--- src/rtl/ppu_pkg.sv ---
// Shared types for the ppu table write queue.
// Region select enum, control bit positions, queued entry layout.
package ppu_pkg;

  typedef enum logic [1:0] {
    TBL_ATTR   = 2'b00,
    TBL_SPRITE = 2'b01,
    TBL_COLOR  = 2'b10,
    REG_CTRL   = 2'b11
  } tbl_sel_e;

  localparam int CTRL_COMMIT_BIT = 0;
  localparam int CTRL_FLUSH_BIT  = 1;

  typedef struct packed {
    tbl_sel_e    sel;
    logic [7:0]  addr;
    logic [31:0] data;
  } wq_entry_t;

  typedef enum logic {
    ST_IDLE,
    ST_DRAIN
  } wq_state_e;

  function automatic logic [2:0] sel_onehot(
    input tbl_sel_e s
  );
    logic [2:0] oh;
    oh = 3'b000;
    case (s)
      TBL_ATTR:   oh = 3'b001;
      TBL_SPRITE: oh = 3'b010;
      TBL_COLOR:  oh = 3'b100;
      default:    oh = 3'b000;
    endcase
    return oh;
  endfunction

endpackage

--- src/rtl/wq_fifo.sv ---
// Entry storage for the write queue: wr/rd pointers with a wrap bit.
// Ports: push/push_data, pop/rd_data, rewind loads wr_ptr from rewind_ptr.
module wq_fifo
  import ppu_pkg::*;
#(
  parameter int DEPTH = 16
) (
  input  logic                   clk,
  input  logic                   reset,
  input  logic                   push,
  input  wq_entry_t              push_data,
  input  logic                   pop,
  input  logic                   rewind,
  input  logic [$clog2(DEPTH):0] rewind_ptr,
  output logic [$clog2(DEPTH):0] wr_ptr,
  output logic [$clog2(DEPTH):0] rd_ptr,
  output wq_entry_t              rd_data
);

  localparam int AW = $clog2(DEPTH);

  wq_entry_t mem [DEPTH];

  always_ff @(posedge clk) begin
    if (push) begin
      mem[wr_ptr[AW-1:0]] <= push_data;
    end
  end

  always_ff @(posedge clk or posedge reset) begin
    if (reset) begin
      wr_ptr <= '0;
      rd_ptr <= '0;
    end else begin
      if (rewind) begin
        wr_ptr <= rewind_ptr;
      end else if (push) begin
        wr_ptr <= wr_ptr + 1'b1;
      end
      if (pop) begin
        rd_ptr <= rd_ptr + 1'b1;
      end
    end
  end

  assign rd_data = mem[rd_ptr[AW-1:0]];

endmodule

--- src/rtl/ppu_write_queue.sv ---
// Buffers CPU table writes; drains committed ones only in vblank.
// Ports: Avalon slave in, vblank in, one-hot table write port, status out.
module ppu_write_queue
  import ppu_pkg::*;
#(
  parameter int DEPTH  = 16,
  parameter int DATA_W = 32,
  parameter int CNT_W  = $clog2(DEPTH + 1)
) (
  input  logic              clk,
  input  logic              reset,
  input  logic              chipselect,
  input  logic              write,
  input  logic [15:0]       address,
  input  logic [DATA_W-1:0] writedata,
  output logic              waitrequest,
  input  logic              vblank,
  output logic [2:0]        tbl_we,
  output logic [7:0]        tbl_addr,
  output logic [DATA_W-1:0] tbl_data,
  output logic [CNT_W-1:0]  level,
  output logic [CNT_W-1:0]  pending,
  output logic              busy
);

  localparam int PW = $clog2(DEPTH) + 1;

  logic [PW-1:0] wr_ptr;
  logic [PW-1:0] rd_ptr;
  logic [PW-1:0] cm_ptr;
  logic [PW-1:0] cm_next;
  logic [PW-1:0] rd_next;
  logic [PW-1:0] level_w;
  logic [PW-1:0] pend_w;
  logic [PW-1:0] pend_next;

  tbl_sel_e  region;
  wq_entry_t push_data;
  wq_entry_t rd_data;
  wq_state_e state_q;
  wq_state_e state_d;

  logic bus_wr;
  logic is_ctrl;
  logic full;
  logic push;
  logic pop;
  logic ctrl_wr;
  logic commit;
  logic flush;
  logic vblank_q;
  logic vblank_rise;
  logic unused_addr;

  assign unused_addr = ^address[15:10];

  assign region  = tbl_sel_e'(address[9:8]);
  assign bus_wr  = chipselect & write;
  assign is_ctrl = (region == REG_CTRL);

  assign level_w = wr_ptr - rd_ptr;
  assign pend_w  = cm_ptr - rd_ptr;
  assign full    = (level_w == PW'(DEPTH));

  assign waitrequest = bus_wr & ~is_ctrl & full;
  assign push        = bus_wr & ~is_ctrl & ~full;

  assign ctrl_wr = bus_wr & is_ctrl
                 & (address[7:0] == 8'h00);
  assign commit  = ctrl_wr
                 & writedata[CTRL_COMMIT_BIT];
  // Commit takes priority over flush.
  assign flush   = ctrl_wr & ~commit
                 & writedata[CTRL_FLUSH_BIT];

  assign push_data = '{
    sel:  region,
    addr: address[7:0],
    data: 32'(writedata)
  };

  wq_fifo #(
    .DEPTH(DEPTH)
  ) u_fifo (
    .clk        (clk),
    .reset      (reset),
    .push       (push),
    .push_data  (push_data),
    .pop        (pop),
    .rewind     (flush),
    .rewind_ptr (cm_ptr),
    .wr_ptr     (wr_ptr),
    .rd_ptr     (rd_ptr),
    .rd_data    (rd_data)
  );

  assign vblank_rise = vblank & ~vblank_q;

  assign pop = (state_q == ST_DRAIN)
             & vblank & (pend_w != '0);

  assign rd_next   = rd_ptr + PW'(pop);
  assign cm_next   = commit ? wr_ptr : cm_ptr;
  // Look ahead so a same-cycle commit keeps DRAIN alive.
  assign pend_next = cm_next - rd_next;

  always_comb begin
    state_d = state_q;
    unique case (state_q)
      ST_IDLE: begin
        if (vblank_rise && pend_w != '0) begin
          state_d = ST_DRAIN;
        end
      end
      ST_DRAIN: begin
        if (!vblank || pend_next == '0) begin
          state_d = ST_IDLE;
        end
      end
      default: state_d = ST_IDLE;
    endcase
  end

  always_ff @(posedge clk or posedge reset) begin
    if (reset) begin
      state_q  <= ST_IDLE;
      vblank_q <= 1'b0;
      cm_ptr   <= '0;
    end else begin
      state_q  <= state_d;
      vblank_q <= vblank;
      cm_ptr   <= cm_next;
    end
  end

  always_ff @(posedge clk or posedge reset) begin
    if (reset) begin
      tbl_we   <= '0;
      tbl_addr <= '0;
      tbl_data <= '0;
    end else begin
      tbl_we <= pop ? sel_onehot(rd_data.sel) : 3'b000;
      if (pop) begin
        tbl_addr <= rd_data.addr;
        tbl_data <= DATA_W'(rd_data.data);
      end
    end
  end

  assign level   = CNT_W'(level_w);
  assign pending = CNT_W'(pend_w);
  assign busy    = (state_q == ST_DRAIN);

endmodule

--- config.mk ---
export PLATFORM = sky130hd
export DESIGN_NAME = ppu_write_queue
export DESIGN_NICKNAME = d
export VERILOG_FILES = /design/src/rtl/ppu_pkg.sv /design/src/rtl/wq_fifo.sv /design/src/rtl/ppu_write_queue.sv
export SDC_FILE = /design/constraint.sdc
export NUM_CORES = 1
export LEC_CHECK = 0
export CORE_MARGIN = 2
export CORE_UTILIZATION = 28
export CTS_CLUSTER_DIAMETER = 150
export CTS_CLUSTER_SIZE = 24
export DETAILED_ROUTE_END_ITERATION = 10
export GPL_ROUTABILITY_DRIVEN = 0
export GPL_TIMING_DRIVEN = 0
export PLACE_DENSITY_LB_ADDON = 0.08
export SLEW_MARGIN = 20
export SYNTH_ARGS = -nofsm -noshare
export SYNTH_HDL_FRONTEND = slang
export SYNTH_SLANG_ARGS = --single-unit
--- constraint.sdc ---
create_clock -name clk -period 6.1 [get_ports clk]
set_clock_uncertainty 0.2 [all_clocks]
set_input_delay 0.61 -clock clk [delete_from_list [all_inputs] [get_ports clk]]
set_output_delay 0.61 -clock clk [all_outputs]
set_load 0.01 [all_outputs]
After elaboration in Yosys (flattened, before gate mapping)
Memories as Yosys holds them, arrays and structs flattened.
Index checks and enable logic that the tools add are counted.
- $add $sub $neg: 6
- equal/unequal tests: 4
- multiplexer cells: 10
- bitwise logic cells: 17
- reduce and logical (&&, ||, !) cells: 8
- operator list (operator ; number):
    5-bit 2-to-1 mux ; 3
    5-bit subtractor ; 3
    1-bit bitwise AND ; 12
    5-bit by 1-bit adder with 5-bit output, second input constant ; 2
    3-bit case mux with 3 select lines ; 1
    8-bit zero test ; 1
    5-bit by 1-bit adder with 5-bit output ; 1
    5-bit equality test, second input constant ; 1
    5-bit zero test ; 1
    1-bit inverter ; 5
    5-bit nonzero test ; 1
    2-bit equality test, second input constant ; 2
    1-bit 2-to-1 mux ; 4
    3-bit 2-to-1 mux ; 1
    2-bit by 1-bit equality test with 1-bit output, second input constant ; 1
    2-bit zero test ; 1
    1-bit case mux with 2 select lines ; 1
    2-bit nonzero test ; 1
    1-bit logical AND ; 1
    1-bit zero test ; 1
    1-bit logical OR ; 1
- register bits after elaboration: 60
- bits in writable memories: 672
- input bits: 53
- output and inout bits: 55
- word-level logic and storage cells: 54
- memories kept: 1
- memory list (memory ; depth ; width ; read ports ; clocked after memory_dff ; write ports ; line ; text):
    u_fifo.mem ; 16 ; 42 ; 1 ; 0 ; 1 ; wq_fifo.sv:22 ; wq_entry_t mem [DEPTH];

Logic depth before layout (Yosys ltp)
- depth after elaboration: 10
- depth in mapped cells: 20
- depth with buffers taken out: 17

Modules after synthesis
Synthesis repeated with hierarchy kept, for this count alone.
- cells, all modules: 1376
- area, all modules: 28682.5 µm²
- by module, submodules not included (module ; times used ; cells an instance ; area an instance (µm²) ; seq. area each (µm²)):
    wq_fifo ; 1 ; 1190 ; 26207.6 ; 20429.6
    ppu_write_queue ; 1 ; 186 ; 2474.9 ; 1251.2

Worst setup path before layout
No wires, ideal clock.
- path type: register -> register
- start: register u_fifo.rd_ptr[1]
- end: memory u_fifo.mem[3][0] (netlist name) (enable)
- library setup time: 0.493 ns
- arrival: 5.193 ns
- data required time: 5.407 ns
- setup slack: 0.213 ns
- cell stages (with the launch flop): 11
- buffers on the path: 3
- cell sequence: dfrtp_1 > buf_2 > buf_2 > clkbuf_1 > inv_1 > ha_1 > nand3b_1 > nand2_1 > xnor2_1 > a311o_1 > nor3_1
- cells in the longest elaborated chain, start to end: 6
- ends and longest elaborated chain (item ; line ; text):
    from (decl) ; wq_fifo.sv:16 ; output logic [$clog2(DEPTH):0] rd_ptr,
    from (signal assigned) ; wq_fifo.sv:41 ; rd_ptr <= rd_ptr + 1'b1;
    5-bit subtractor ; ppu_write_queue.sv:61 ; assign level_w = wr_ptr - rd_ptr;
    5-bit equality test ; ppu_write_queue.sv:63 ; assign full = (level_w == PW'(DEPTH));
    1-bit inverter ; ppu_write_queue.sv:66 ; assign push = bus_wr & ~is_ctrl & ~full;
    1-bit bitwise AND ; ppu_write_queue.sv:66 ;
    1-bit 2-to-1 mux ; wq_fifo.sv:25 ; if (push) begin
    1-bit 2-to-1 mux (implied by the code) ; wq_fifo.sv:26 ; mem[wr_ptr[AW-1:0]] <= push_data;
    to (decl) ; wq_fifo.sv:22 ;
No other way between the ends.

Final worst setup path
- start: register u_fifo.rd_ptr[3]
- end: register state_q, in the netlist busy
- cells in the longest elaborated chain, start to end: 9
- elaborated cells on any way between the ends: 11
- classes of those cells: add/sub (3); mux (3); bitwise (1); reduce/logical (4)
- ends and longest elaborated chain (item ; line ; text):
    5-bit subtractor ; ppu_write_queue.sv:62 ; assign pend_w = cm_ptr - rd_ptr;
    5-bit nonzero test ; ppu_write_queue.sv:100, ppu_write_queue.sv:111 ;
    1-bit bitwise AND ; ppu_write_queue.sv:100 ; & vblank & (pend_w != '0);
    5-bit by 1-bit adder with 5-bit output ; ppu_write_queue.sv:102 ; assign rd_next = rd_ptr + PW'(pop);
    5-bit subtractor ; ppu_write_queue.sv:105 ; assign pend_next = cm_next - rd_next;
    5-bit zero test ; ppu_write_queue.sv:116 ; if (!vblank || pend_next == '0) begin
    1-bit logical OR ; ppu_write_queue.sv:116 ;
    1-bit 2-to-1 mux ; ppu_write_queue.sv:116 ;
    1-bit case mux with 2 select lines (*) ; ppu_write_queue.sv:109 ; unique case (state_q)
    net state_d ; ppu_write_queue.sv:41 ; wq_state_e state_d;
    to (signal assigned) ; ppu_write_queue.sv:130 ; state_q <= state_d;
    to (decl) ; ppu_write_queue.sv:40 ; wq_state_e state_q;
Mark *: on every way through the listed nets, which the timed path passes. The rest lies on a longest branch.
A chain may end at the register's enable or synchronous reset.

==> impl_metrics.json <==
{
  "row_count": 116,
  "power.density_cell_area_mw_per_mm2": 406,
  "pin_count_of_the_biggest_net_entering_global_routing": 34,
  "detail_route.drc_violations": 0,
  "drtIter0Drc": 955,
  "setup_viol": 0,
  "routed_wl_um": 76900,
  "max-vdd-ir-drop_v": 0.000279,
  "path_clk_slew_ns": 0.11,
  "crit_family": "buffers and inverters",
  "run_status": "finished clean",
  "post_dp_cell_area_mm2": 0.0319,
  "post-route-period-util": 0.939,
  "grt_setup_unrepaired": "false",
  "max-clock-path-buffers": 3,
  "worst-slew-pin-transition_ns": 1.13,
  "drt-vias-per-instance": 4.61,
  "netlist-cell-type-count": 47,
  "coreArea_mm2": 0.100,
  "mostFrequentLayoutCell": "edfxtp_1",
  "clock_latency_ns": 0.59,
  "vias": 12700,
  "initial_utilization": 0.283,
  "dominantRegCellSynth": "edfxtp_1",
  "critical-path-max-stage-delay_ns": 0.85,
  "worst-path-max-fanout": 11,
  "worst-path-buf-inv": 6,
  "cts_num_sinks": 732,
  "crit_chain": "inv_2 -> buf_1 -> ha_1 -> a21oi_1 -> xnor2_1 -> o211ai_1 -> buf_4 -> and2_1 -> buf_2 -> buf_4 -> inv_2 -> fa_1 -> fa_1 -> xor2_1 -> or4b_2 -> o311a_1",
  "power_leakage_nw": 10.3,
  "overflow_left_after_global_routing": 0,
  "final_hold_viol_count": 0,
  "grt.met3_usage": 0.0181,
  "startpoint_type": "flop",
  "ant_nets": 0,
  "antenna_found_initial": 2,
  "syn_avg_cell_area_um2": 23.6,
  "asyncSetResetFlopFracSynth": 0.0820,
  "global_route.usage.met1": 0.212,
  "cp_data_arrival_time_ns": 6.02,
  "post_route_cells_drive_above_1_share": 0.264,
  "clock_tree.htree_level_count": 2,
  "synth.top_cells.by_area": "edfxtp_1, mux4_2, dfrtp_1, mux2_2, mux4_1",
  "max_clock_freq_mhz": 174,
  "slew_viol_final": 0,
  "clock_tree_from_tritoncts": "built",
  "port-buffer-count": 101,
  "dp_hpwl_um": 46900,
  "drt-pass1-iter-count": 5,
  "total_power_mw": 13.4,
  "synth_edf_count": 672,
  "synth_warnings": 0,
  "grt_pass1_wl_um": 108000,
  "post-synth-top-area-cell": "edfxtp_1",
  "number_of_global_route_vias_before_repair": 13700,
  "worstSetupEndpointType": "flop",
  "cts-hold-fix-buffers": 0,
  "die_height_um": 323,
  "postSynthRegisterBits": 732,
  "syn_inst": 1205,
  "gr-usage-all-layers": 0.149,
  "antenna-diode-count": 0,
  "worst_path_max_delay_cell": "buf_1",
  "fraction_of_synthesized_cell_area_taken_by_the_top_area_cell_type": 0.710,
  "nNetsFinal": 1451,
  "dieArea_mm2": 0.104,
  "slew-limit-headroom": 0.246,
  "grt.met2_usage": 0.249,
  "detail_route.wl_per_cell_um": 27.9,
  "cp.required_ns": 6.39,
  "critPathKind": "flop to flop",
  "synth_nets": 1279,
  "ioPinCount": 108,
  "cap_viol_max_count": 0,
  "die_width_um": 323,
  "synth.cell_area_mm2": 0.0284,
  "area_growth_pct": 16.0,
  "ctsRootBufferMaster": "clkbuf_16",
  "finalWorstPathRequiredPeriod_ns": 5.73,
  "sequential_element_share_of_the_synthesized_area": 0.762,
  "mostFrequentLayoutCells": "edfxtp_1, mux4_2, clkdlybuf4s50_1",
  "global_route.peak_usage_layer": "met2",
  "cts_inserted_buffers": 36,
  "final_area_mm2": 0.0330,
  "hold_path_class": "input port to asynchronous set/reset pin"
}
worst reg2reg max path, cell delays in order, from the launching register on:
cell      delay, ns
dfrtp_1        0.45
inv_2          0.36
buf_1          0.85
ha_1           0.41
a21oi_1        0.16
xnor2_1        0.12
o211ai_1       0.10
buf_4          0.16
and2_1         0.11
buf_2          0.35
buf_4          0.34
inv_2          0.08
fa_1           0.41
fa_1           0.41
xor2_1         0.16
or4b_2         0.61
o311a_1        0.34
layout make-up:
type                    instances  area (um^2)
repair buffers                135         1690
inverters                      22         91.3
flip-flops and latches        732        21700
fillers                      9607        67400
well taps                    1357         1700
multi-input cells             396         6400
clock buffers                  62         1020
clock inverters                 3         33.8
plain buffers                  54          372
layer usage:
| metal | vias up | share of wire |
|---|---|---|
| met2 | 181 | 0.49 |
| met1 | 7073 | 0.47 |
| li1 | 5401 | - |
| met3 | 71 | 0.026 |
| met4 | 4 | 0.015 |
| met5 | - | 0.00034 |
logic make-up (layout without fill, tap and decap cells):
logic type | count (synthesis) | after routing | synth area share
flops | 732 | 732 | 0.762
mux | 253 | 253 | 0.185
simple gates | 80 | 80 | 0.0162
buf+inv | 77 | 276 | 0.0157
compound gates | 23 | 23 | 0.00502
fa+ha+maj | 21 | 21 | 0.0103
xor+xnor | 19 | 19 | 0.00585
state kept, by name, summed over array words and instances, names as in the netlist:
register / flops
busy: 1
vblank_q: 1
tbl_data: 32
cm_ptr: 5
tbl_addr: 8
u_fifo.wr_ptr: 5
tbl_we: 3
u_fifo.rd_ptr: 5
u_fifo.mem: 672
where the power goes:
| part | leakage, nW | switching [mW] | internal [mW] | total [mW] |
|---|---|---|---|---|
| Sequential | 6.77 | 0.166 | 5.79 | 5.96 |
| Combinational | 3.01 | 2.33 | 2.33 | 4.66 |
| Clock | 0.501 | 1.60 | 1.17 | 2.77 |
synth_stat cells (2+ instances only):
master / instances
nand3_1: 10
nand2_1: 18
nor2b_1: 6
mux2i_1: 3
nor2_1: 10
inv_1: 20
or3b_1: 2
mux2_4: 6
inv_2: 2
mux4_1: 10
fa_1: 4
clkbuf_1: 25
buf_12: 2
nor4_4: 2
mux4_2: 198
buf_8: 2
buf_6: 10
buf_4: 4
o21ai_1: 4
buf_1: 3
xnor2_1: 13
buf_2: 9
dfrtp_1: 60
a21oi_1: 8
and2_1: 2
nor3_1: 6
a21o_1: 2
a31oi_1: 3
edfxtp_1: 672
nand2b_1: 4
ha_1: 17
and3_1: 13
mux2_2: 36
xor2_1: 6
through the flow:
step,hold WS (ns),std cells,util,setup slack [ns],TNS (ns)
2_1_floorplan,0.256,1205,-,0.213,0
3_3_place_gp,0.292,2663,0.310,-6.25,-1422.43
3_5_place_dp,0.297,2694,0.318,-1.28,-1.28
4_1_cts,0.170,2761,0.328,0.0791,0
5_1_grt,0.196,2761,0.328,0.0433,0
6_report,0.185,2761,0.328,0.369,0
what timing repair did:
| item | in CTS | in global routing |
|---|---|---|
| cloned | 0 | 0 |
| endpoints found under the setup margin | 1 | 1 |
| pin swaps | 1 | 0 |
| buffers inserted | 3 | 0 |
| resized for setup | 3 | 1 |
final timing paths:
kind	slack [ns]	endpoint	cells after the start	start
max in group asynchronous	4.91	tbl_addr[3]	3	reset
worst min-delay path	0.19	tbl_data[19]	2	reset
min in group clk	0.31	tbl_data[5]	1	tbl_data[5]
worst max register to register	0.37	busy	16	u_fifo.rd_ptr[3]
worst min register to register	0.31	tbl_data[5]	1	tbl_data[5]
worst max-delay path	0.37	busy	16	u_fifo.rd_ptr[3]
Note: power is estimated with default switching activity, not from simulation.
